`config.mk`:
```
export PLATFORM = sky130hd
export DESIGN_NAME = ram8_16
export DESIGN_NICKNAME = d
export VERILOG_FILES = /design/src/rtl/ram_pkg.sv /design/src/rtl/register16.sv /design/src/rtl/ram8_16.sv
export SDC_FILE = /design/constraint.sdc
export NUM_CORES = 1
export LEC_CHECK = 0
export ABC_CLOCK_PERIOD_IN_PS = 4650
export CORE_ASPECT_RATIO = 2
export CORE_MARGIN = 2
export CORE_UTILIZATION = 59
export CTS_CLUSTER_DIAMETER = 80
export CTS_CLUSTER_SIZE = 28
export DETAILED_ROUTE_END_ITERATION = 12
export GPL_TIMING_DRIVEN = 0
export PLACE_DENSITY = 0.79
export SETUP_SLACK_MARGIN = 0.5
export SLEW_MARGIN = 20
export SYNTH_ARGS = -nofsm -noshare
export SYNTH_HDL_FRONTEND = slang
export SYNTH_SLANG_ARGS = --single-unit
```
`constraint.sdc`:
```
create_clock -name clk -period 4.65 [get_ports clk]
set_input_delay 0.93 -clock clk [delete_from_list [all_inputs] [get_ports clk]]
set_output_delay 0.93 -clock clk [all_outputs]
set_load 0.02 [all_outputs]
```
`src/rtl/ram_pkg.sv`:
```
// ----------------------------------------------------------------------------
// ram_pkg
//   Shared definitions for the small RAM building blocks (ram8_16, ram64_16,
//   CPU register bank).
//   Contents:
//     WIDTH    default data word width (16)
//     ADDR_W   default address width (3)
//     DEPTH    number of words, 2**ADDR_W
//     word_t   one data word
//     WORD_RST value every word takes while reset is asserted
// ----------------------------------------------------------------------------
package ram_pkg;

    localparam int WIDTH  = 16;
    localparam int ADDR_W = 3;
    localparam int DEPTH  = 1 << ADDR_W;

    typedef logic [WIDTH-1:0] word_t;

    localparam word_t WORD_RST = '0;

endpackage

```
`src/rtl/register16.sv`:
```
// ----------------------------------------------------------------------------
// register16
//   One storage word with a load enable and an asynchronous active-high
//   reset. The word captures d on a rising clk edge when load=1 and holds
//   otherwise.
//   Ports:
//     clk    in   1      rising-edge clock
//     reset  in   1      asynchronous, active-high; forces q to WORD_RST
//     load   in   1      capture enable, sampled at rising clk
//     d      in   WIDTH  data to capture
//     q      out  WIDTH  stored word
// ----------------------------------------------------------------------------
module register16
    import ram_pkg::*;
#(
    parameter int WIDTH = ram_pkg::WIDTH
) (
    input  logic             clk,
    input  logic             reset,
    input  logic             load,
    input  logic [WIDTH-1:0] d,
    output logic [WIDTH-1:0] q
);

    always_ff @(posedge clk or posedge reset) begin
        if (reset) begin
            q <= WIDTH'(WORD_RST);
        end else if (load) begin
            q <= d;
        end
    end

endmodule

```
`src/rtl/ram8_16.sv`:
```
// ----------------------------------------------------------------------------
// ram8_16
//   8-word x 16-bit storage. A word is written on a rising clk edge and read
//   back combinationally at any time through the same address.
//   Ports:
//     clk      in   1       rising-edge clock
//     reset    in   1       asynchronous, active-high; clears every word
//     in       in   WIDTH   write data
//     load     in   1       write enable, sampled at rising clk
//     address  in   ADDR_W  word select for both write and read
//     out      out  WIDTH   read data
//   Build option:
//     RAM8_WRITE_BYPASS_EN  when defined, out follows in while load=1 and
//                           reset=0 (write-through). Otherwise out always
//                           shows the stored word (read-before-write).
//                           Stored contents and write timing do not change.
// ----------------------------------------------------------------------------
module ram8_16
    import ram_pkg::*;
#(
    parameter int WIDTH  = ram_pkg::WIDTH,
    parameter int ADDR_W = ram_pkg::ADDR_W
) (
    input  logic              clk,
    input  logic              reset,
    input  logic [WIDTH-1:0]  in,
    input  logic              load,
    input  logic [ADDR_W-1:0] address,
    output logic [WIDTH-1:0]  out
);

    localparam int NWORDS = 1 << ADDR_W;

    logic [NWORDS-1:0] word_load;
    logic [WIDTH-1:0]  words [NWORDS];
    logic [WIDTH-1:0]  rd_word;

    // Write decode (dmux8way): route load to the addressed word only.
    always_comb begin
        word_load          = '0;
        word_load[address] = load;
    end

    for (genvar i = 0; i < NWORDS; i++) begin : g_word
        register16 #(
            .WIDTH (WIDTH)
        ) u_reg (
            .clk   (clk),
            .reset (reset),
            .load  (word_load[i]),
            .d     (in),
            .q     (words[i])
        );
    end

    // Read select (mux8way16): every address code selects a real word.
    assign rd_word = words[address];

`ifdef RAM8_WRITE_BYPASS_EN
    // Reset wins over bypass so out reads zero while reset is held.
    assign out = (load && !reset) ? in : rd_word;
`else
    assign out = rd_word;
`endif

endmodule
```
# Word-level counts from Yosys, hierarchy flattened
# Cells that the tools add are included.
# Widths: inputs -> output; s select.
dict set report word_totals {
  register_bits 128
  in_bits 22
  output_inout_bits 16
  wordCells 19
}
dict set report op_classes {
  order_cmp 3
  muxes 5
  bitwise_logic 2
  n_reduce_logical 1
}
# operator n
set ops {}
lappend ops {{$bmux 16 s3} 1}
lappend ops {{$mux 16} 2}
lappend ops {{$and 8x8->8} 1}
lappend ops {{$ge 4x4->1 const B} 1}
lappend ops {{$lt 3x4->1 const B} 1}
lappend ops {{$not 3->4} 1}
lappend ops {{$demux 1 s3} 1}
lappend ops {{$ge 3x1->1 const B} 1}
lappend ops {{$logic_and 1x1->1} 1}
lappend ops {{$mux 1} 1}

# Depth between registers and ports, before layout
# Gate-level depths: netlist (run 1).
dict set report depth {
  ltp_word 5
  depth_mapped 5
}

# Modules after synthesis
# A second synthesis (run 1) with hierarchy kept.
dict set report unflattened {
  cells_unflattened 351
  hier_area_um2 6298.5
}
# module n_inst cells_each area_each_um2 seq_area_each_um2
set by_module_without_submodules {}
lappend by_module_without_submodules {register16 8 35 653.1 400.4}
lappend by_module_without_submodules {ram8_16 1 71 1073.5 0.0}

# Least setup slack after synthesis (run 1)
# No wires, ideal clock.
dict set report synth_path {
  path_kind {input port to output port}
  start {input address[1]}
  end {output out[15]}
  arrival_time_ns 2.113
  slack_ns 1.607
  stages 5
  cell_sequence {buf_4 -> buf_4 -> buf_2 -> mux4_2 -> mux2_2}
}
dict set report synth_between {
  elab_chain_cells 4
}
# element line_no
set synth_lines {}
lappend synth_lines {{start: declaration} ram8_16.sv:28} ;# input logic [ADDR_W-1:0] address,
lappend synth_lines {{$not 3->4 (implied by the code)} ram8_16.sv:57} ;# assign rd_word = words[address];
lappend synth_lines {{$bmux 16 s3} ram8_16.sv:57}
lappend synth_lines {{$mux 16 (implied by the code) (2 in a row)} ram8_16.sv:57}
lappend synth_lines {{end: declaration} ram8_16.sv:29} ;# output logic [WIDTH-1:0] out
# Every way passes these cells. The select of a mux whose other input is x is not followed.

# Worst setup path after layout (run 1)
dict set report layout_path {
  start {input address[0]}
  end {output out[9]}
}
# Same word-level chain as after synthesis.

==> flow_summary.json, run 1 <==
{
  "fill_cells": 647,
  "regMostFlops": "g_word.u_reg.q",
  "syn_area_sq_mm": 0.00592,
  "synth_warnings": 0,
  "largestRegisters": "g_word.u_reg.q (128)",
  "regArea_sq_mm": 0.00320,
  "yosys.area_share.simple": 0.0245,
  "cts-root-buf": "clkbuf_16",
  "fin_ws_ns": 0.617,
  "drt_iter0_drc": 193,
  "pin_count": 38,
  "ys_seq_elements": 128,
  "die-width_microns": 74.9,
  "relSlewSlack": 0.512,
  "synth_mux_area_frac": 0.408,
  "row_count": 51,
  "dr_total_vias": 3207,
  "wl_met2_mm": 6.71,
  "synth_compound_area_frac": 0,
  "crit_family": "buffers and inverters",
  "clk_path_buf_depth": 2,
  "dp_hpwl_mm": 8.14,
  "largest_register_ff_count": 128,
  "final_util": 0.731,
  "highest_layer": "met4",
  "wire_per_inst_microns": 22.5,
  "clk_latency_ns": 0.40,
  "cp_slowest_cell": "mux4_1",
  "setup_viol": 0,
  "setup.worst_path.start_class": "input port",
  "fp.dieH_microns": 146,
  "cts.hold.buffers_added": 0,
  "yosys.area_share.xor_xnor": 0,
  "crit_path_end_kind": "output pin",
  "synth-seq-area-share": 0.541,
  "wl_mm": 12.1,
  "path_clk_slew_ns": 0.05,
  "multi_input_area_sq_mm": 0.00256,
  "ir_drop_v": 0.000335,
  "m1WireLength_mm": 4.71,
  "synth_fa_ha_area_frac": 0,
  "timing.final.crit_share": 0.867,
  "syn_inst": 335,
  "fin_cells": 537,
  "synth_top_family_by_area": "multiplexers",
  "clock_skew_ns": 0,
  "die-area_sq_mm": 0.0109,
  "worstPathRequired_ns": 3.72,
  "grt_pass1_vias": 3539,
  "fmax_ghz": 0.248,
  "core-area_sq_mm": 0.00976,
  "io_buffers": 36,
  "tns_ns": 0,
  "crit_fanout": 10,
  "layout-drive-gt1-share": 0.541,
  "period_needed_ns": 4.03,
  "postRouteAntennaNets": 0,
  "syn-num-nets": 357,
  "wl_met3_microns": 296,
  "status": "complete, no violations",
  "worstHoldPathType": "flip-flop to flip-flop",
  "rsz0062_at_grt": "false",
  "vias_per_cell": 5.97,
  "area_growth_pct": 20.5,
  "diodes": 0,
  "post_cts_buffers": 0,
  "drc_errors": 0,
  "hold_viol": 0,
  "power_mw": 3.42,
  "dpl-instance-area_sq_mm": 0.00654,
  "clock_sinks": 128,
  "grt_usage": 0.249,
  "cellPowerDensity_mw_per_mm2": 479,
  "antenna_found_initial": 0,
  "p_leak_nw": 3.12,
  "tritoncts": "built",
  "start_util": 0.607,
  "cp_data_arrival_time_ns": 3.10,
  "dp_slack_ns": 0.240,
  "layout.cell_area.non_filler_sq_mm": 0.00714,
  "grt_overflow": 0,
  "place.gp.congestion": 0.751,
  "path_cells": "clkdlybuf4s50_1, buf_6, buf_8, mux4_1, mux2_2, dlygate4sd2_1",
  "numCtsBuffers": 17,
  "grt_max_degree": 36,
  "slew_viol_final": 0,
  "path_buf_inv": 4,
  "htree_levels": 4,
  "synth.distinct_cells": 14,
  "timing.hold.ws_ns": 0.495,
  "path_class": "input port to output pin",
  "worst_pin_slew_ns": 0.729,
  "grt_pass1_wl_mm": 19.3,
  "syn_avg_cell_area_sq_um": 17.7,
  "dp.cells": 507,
  "fin_nets": 416,
  "max_stage_delay_ns": 0.60,
  "first_pass_iters": 4,
  "drv_cap": 0
}
## power breakdown
group,internal (mW),total [mW],switching [mW]
sequential,1.36,1.48,0.116
clock,0.850,1.29,0.441
combinational,0.398,0.647,0.248
## final timing paths
kind                                       start                    end  slack (ns)  cells after the start
setup / recovery                      address[0]                 out[9]        0.62                      6
hold / removal             g_word[1].u_reg.q[14]  g_word[1].u_reg.q[14]        0.49                      1
setup reg to reg            g_word[7].u_reg.q[2]   g_word[7].u_reg.q[2]        3.85                      1
hold reg to reg            g_word[1].u_reg.q[14]  g_word[1].u_reg.q[14]        0.49                      1
max in group asynchronous                  reset  g_word[7].u_reg.q[11]        3.18                      4
min in group asynchronous                  reset   g_word[6].u_reg.q[4]        0.81                      2
## cells in the mapped netlist (all sizes together)
cell,instances,share of area
and4bb,3,0.0063
buf,21,0.026
clkbuf,1,0.00063
dfrtp,128,0.54
inv,1,0.00063
mux2,144,0.27
mux4,32,0.13
nand4,1,0.0036
nand4b,3,0.011
nor4b,1,0.0040
## layout by cell type (no fill, tap or decap)
cell,synthesis,routed
dlymetal6s2s_1,0,1
clkinvlp_4,0,1
mux4_1,20,20
mux2_2,144,144
and4bb_2,3,3
clkbuf_16,0,17
buf_4,6,4
dfrtp_1,128,128
nand4b_2,1,1
mux4_2,12,12
clkinv_2,0,4
nand4b_4,2,2
nor4b_4,1,1
buf_16,0,1
buf_8,0,2
bufinv_16,0,2
clkbuf_1,1,2
buf_12,0,3
clkbuf_8,0,5
clkdlybuf4s50_1,0,21
clkbuf_2,0,1
dlygate4sd2_1,0,14
buf_2,10,8
buf_6,5,7
nand4_4,1,1
## timing repair
item                                    4_1_cts  5_1_grt
endpoints found under the setup margin       15        1
gates resized for setup                      23        1
pin swaps                                     0        0
## layout make-up
cell class | count | area share
multi-input cells | 184 | 0.359
well taps | 132 | 0.0231
plain buffers | 22 | 0.0258
repair buffers | 40 | 0.0607
clock inverters | 6 | 0.0112
inverters | 1 | 0.00105
flip-flops and latches | 128 | 0.449
clock buffers | 24 | 0.0703
## cells by family (layout without fill, tap and decap cells)
family | Yosys count | count (layout)
buf+inv | 23 | 93
simple gates | 8 | 8
flops | 128 | 128
mux | 176 | 176
## layer usage
layer  track usage  up-vias
li1              -     1408
met1         0.312     1709
met2         0.404       65
met3        0.0658       25
met4        0.0991        0
met5             0        -
Power figures use the tool's default switching activity.
==> inputs of run 2 (changes only) <==
--- a/config.mk
+++ b/config.mk
@@ -8,14 +8,15 @@
 export ABC_CLOCK_PERIOD_IN_PS = 4650
 export CORE_ASPECT_RATIO = 2
 export CORE_MARGIN = 2
-export CORE_UTILIZATION = 59
+export CORE_UTILIZATION = 60
 export CTS_CLUSTER_DIAMETER = 80
 export CTS_CLUSTER_SIZE = 28
 export DETAILED_ROUTE_END_ITERATION = 12
 export GPL_TIMING_DRIVEN = 0
-export PLACE_DENSITY = 0.79
+export PLACE_DENSITY = 0.8
 export SETUP_SLACK_MARGIN = 0.5
 export SLEW_MARGIN = 20
 export SYNTH_ARGS = -nofsm -noshare
 export SYNTH_HDL_FRONTEND = slang
+export SYNTH_HIERARCHICAL = 1
 export SYNTH_SLANG_ARGS = --single-unit
==> flow_summary.json, run 2 <==
{
  "fmax_ghz": 0.271,
  "synth.distinct_cells": 14,
  "clock_sinks": 128,
  "dp.cells": 522,
  "path_clk_slew_ns": 0.05,
  "drc_errors": 0,
  "post-synth-top-count-cell": "dfrtp_1",
  "tns_ns": 0,
  "largest_register_ff_count": 128,
  "die-area_sq_mm": 0.0114,
  "wl_met2_mm": 7.04,
  "setup.worst_path.start_class": "input port",
  "wire_per_inst_microns": 25.0,
  "grt_max_degree": 17,
  "core-area_sq_mm": 0.0103,
  "dp_hpwl_mm": 9.23,
  "period_needed_ns": 3.69,
  "antenna_found_initial": 0,
  "cts.hold.buffers_added": 0,
  "grt_pass1_wl_mm": 22.5,
  "r2r-start": "g_word[7].u_reg/q[14]",
  "status": "complete, no violations",
  "numCtsBuffers": 17,
  "mostFrequentLayoutCells": "dfrtp_1 (128), mux2_4 (80), mux2_2 (64), clkdlybuf4s50_1 (34), mux4_2 (26)",
  "worst_pin_slew_ns": 0.805,
  "rsz0062_at_grt": "false",
  "syn_avg_cell_area_sq_um": 17.9,
  "layout-drive-gt1-share": 0.544,
  "synth_top_cell_by_area": "dfrtp_1",
  "dr_total_vias": 3337,
  "die-width_microns": 76.5,
  "crit_fanout": 10,
  "cts-resized-gates": 0,
  "grt_usage": 0.270,
  "fin_cells": 554,
  "setup_viol": 0,
  "fin_ws_ns": 0.958,
  "dpl-instance-area_sq_mm": 0.00681,
  "largestRegisters": "g_word.u_reg/q (128)",
  "syn-num-nets": 373,
  "tritoncts": "built",
  "crit_path_end_kind": "output pin",
  "place.gp.congestion": 0.752,
  "final_util": 0.717,
  "drv_cap": 0,
  "fin_nets": 426,
  "htree_levels": 4,
  "row_count": 53,
  "final_common_cell": "dfrtp_1",
  "synthFlopType": "dfrtp_1",
  "r2r-end": "g_word[7].u_reg/q[14]",
  "wl_met3_microns": 465,
  "vias_per_cell": 6.02,
  "ys_seq_elements": 128,
  "path_class": "input port to output pin",
  "grt_pass1_vias": 3779,
  "drt_iter0_drc": 276,
  "synth_commonest_cells": "dfrtp_1 (128), mux2_4 (80), mux2_2 (64)",
  "post_cts_buffers": 0,
  "clk_path_buf_depth": 2,
  "fill_cells": 658,
  "worstPathRequired_ns": 3.72,
  "io_buffers": 34,
  "clk_latency_ns": 0.41,
  "dp_slack_ns": 0.962,
  "fp.dieH_microns": 149,
  "synth-seq-area-share": 0.509,
  "syn_area_sq_mm": 0.00630,
  "hold_viol": 0,
  "start_util": 0.609,
  "syn_inst": 351,
  "cellPowerDensity_mw_per_mm2": 492,
  "layout.cell_area.non_filler_sq_mm": 0.00742,
  "postRouteAntennaNets": 0,
  "async_reset_ff_frac": 1.00,
  "cts-root-buf": "clkbuf_16",
  "ir_drop_v": 0.000410,
  "worstHoldStart": "g_word[6].u_reg/q[2]",
  "relSlewSlack": 0.462,
  "worstHoldPathType": "flip-flop to flip-flop",
  "clock_skew_ns": 0,
  "timing.final.crit_share": 0.794,
  "hold_path_depth": 1,
  "cp_data_arrival_time_ns": 2.76,
  "m1WireLength_mm": 6.00,
  "pin_count": 38,
  "grt_overflow": 0,
  "reg2reg_slack_ns": 3.84,
  "diodes": 0,
  "area_growth_pct": 17.8,
  "highest_layer": "met4",
  "first_pass_iters": 4,
  "rr_worst_depth": 1,
  "wl_mm": 13.8,
  "p_leak_nw": 3.23,
  "synthTopCellsByArea": "dfrtp_1 (51%), mux2_4 (19%), mux2_2 (11%)",
  "slew_viol_final": 0,
  "synth_warnings": 6,
  "regMostFlops": "g_word.u_reg/q",
  "min_to": "g_word[6].u_reg/q[2]",
  "synth_edf_count": 0,
  "synth_top_area_share": 0.509
}
[run 2: per-stage QoR]
| stage | power [mW] | hold slack, ns |
|---|---|---|
| global route | 3.79 | 0.509 |
| floorplan | 2.04 | 0.472 |
| finish | 3.65 | 0.505 |
| global placement | 2.24 | 0.482 |
| detailed placement | 2.29 | 0.487 |
| CTS | 3.67 | 0.504 |
[run 2: worst max-delay path by stage]
| stage | from | endpoint | slack, ns |
|---|---|---|---|
| 2_1_floorplan | address[0] | out[11] | 1.68 |
| 3_3_place_gp | address[1] | out[13] | 0.93 |
| 3_5_place_dp | address[2] | out[4] | 0.96 |
| 4_1_cts | address[2] | out[10] | 0.96 |
| 5_1_grt | address[1] | out[3] | 0.86 |
| 6_report | address[2] | out[10] | 0.96 |
[run 2: kinds of logic (layout without fill, tap and decap cells)]
family	after synthesis	count (layout)	synth area share
multiplexers	176	176	0.423
buffers and inverters	34	100	0.0590
AND/OR/NAND/NOR	13	13	0.00934
flip-flops	128	128	0.509
[run 2: worst max-delay path, cell delays in order]
cell and delay [ns]:
buf_2 0.23, buf_2 0.37, mux4_2 0.37, mux2_2 0.30, clkdlybuf4s50_1 0.55
[run 2: layout make-up]
class,count,area [sq um],share of cell area
clock buffer,17,425,0.0573
clock inverter,15,184,0.0248
timing repair buffer,34,340,0.0459
tap,137,171,0.0231
inverter,8,30.0,0.00405
sequential,128,3200,0.432
multi-input combinational,189,2720,0.367
buffer,26,342,0.0460
[run 2: power by group]
part	internal (mW)	total [mW]	switching [mW]
Sequential	1.36	1.50	0.140
Clock	0.848	1.37	0.517
Combinational	0.508	0.785	0.277
Total	2.72	3.65	0.933
[run 2: layer usage]
| metal | vias up | global-route usage |
|---|---|---|
| met3 | 28 | 0.0466 |
| met1 | 1820 | 0.368 |
| met5 | - | 0 |
| li1 | 1395 | - |
| met4 | 0 | 0.110 |
| met2 | 94 | 0.437 |
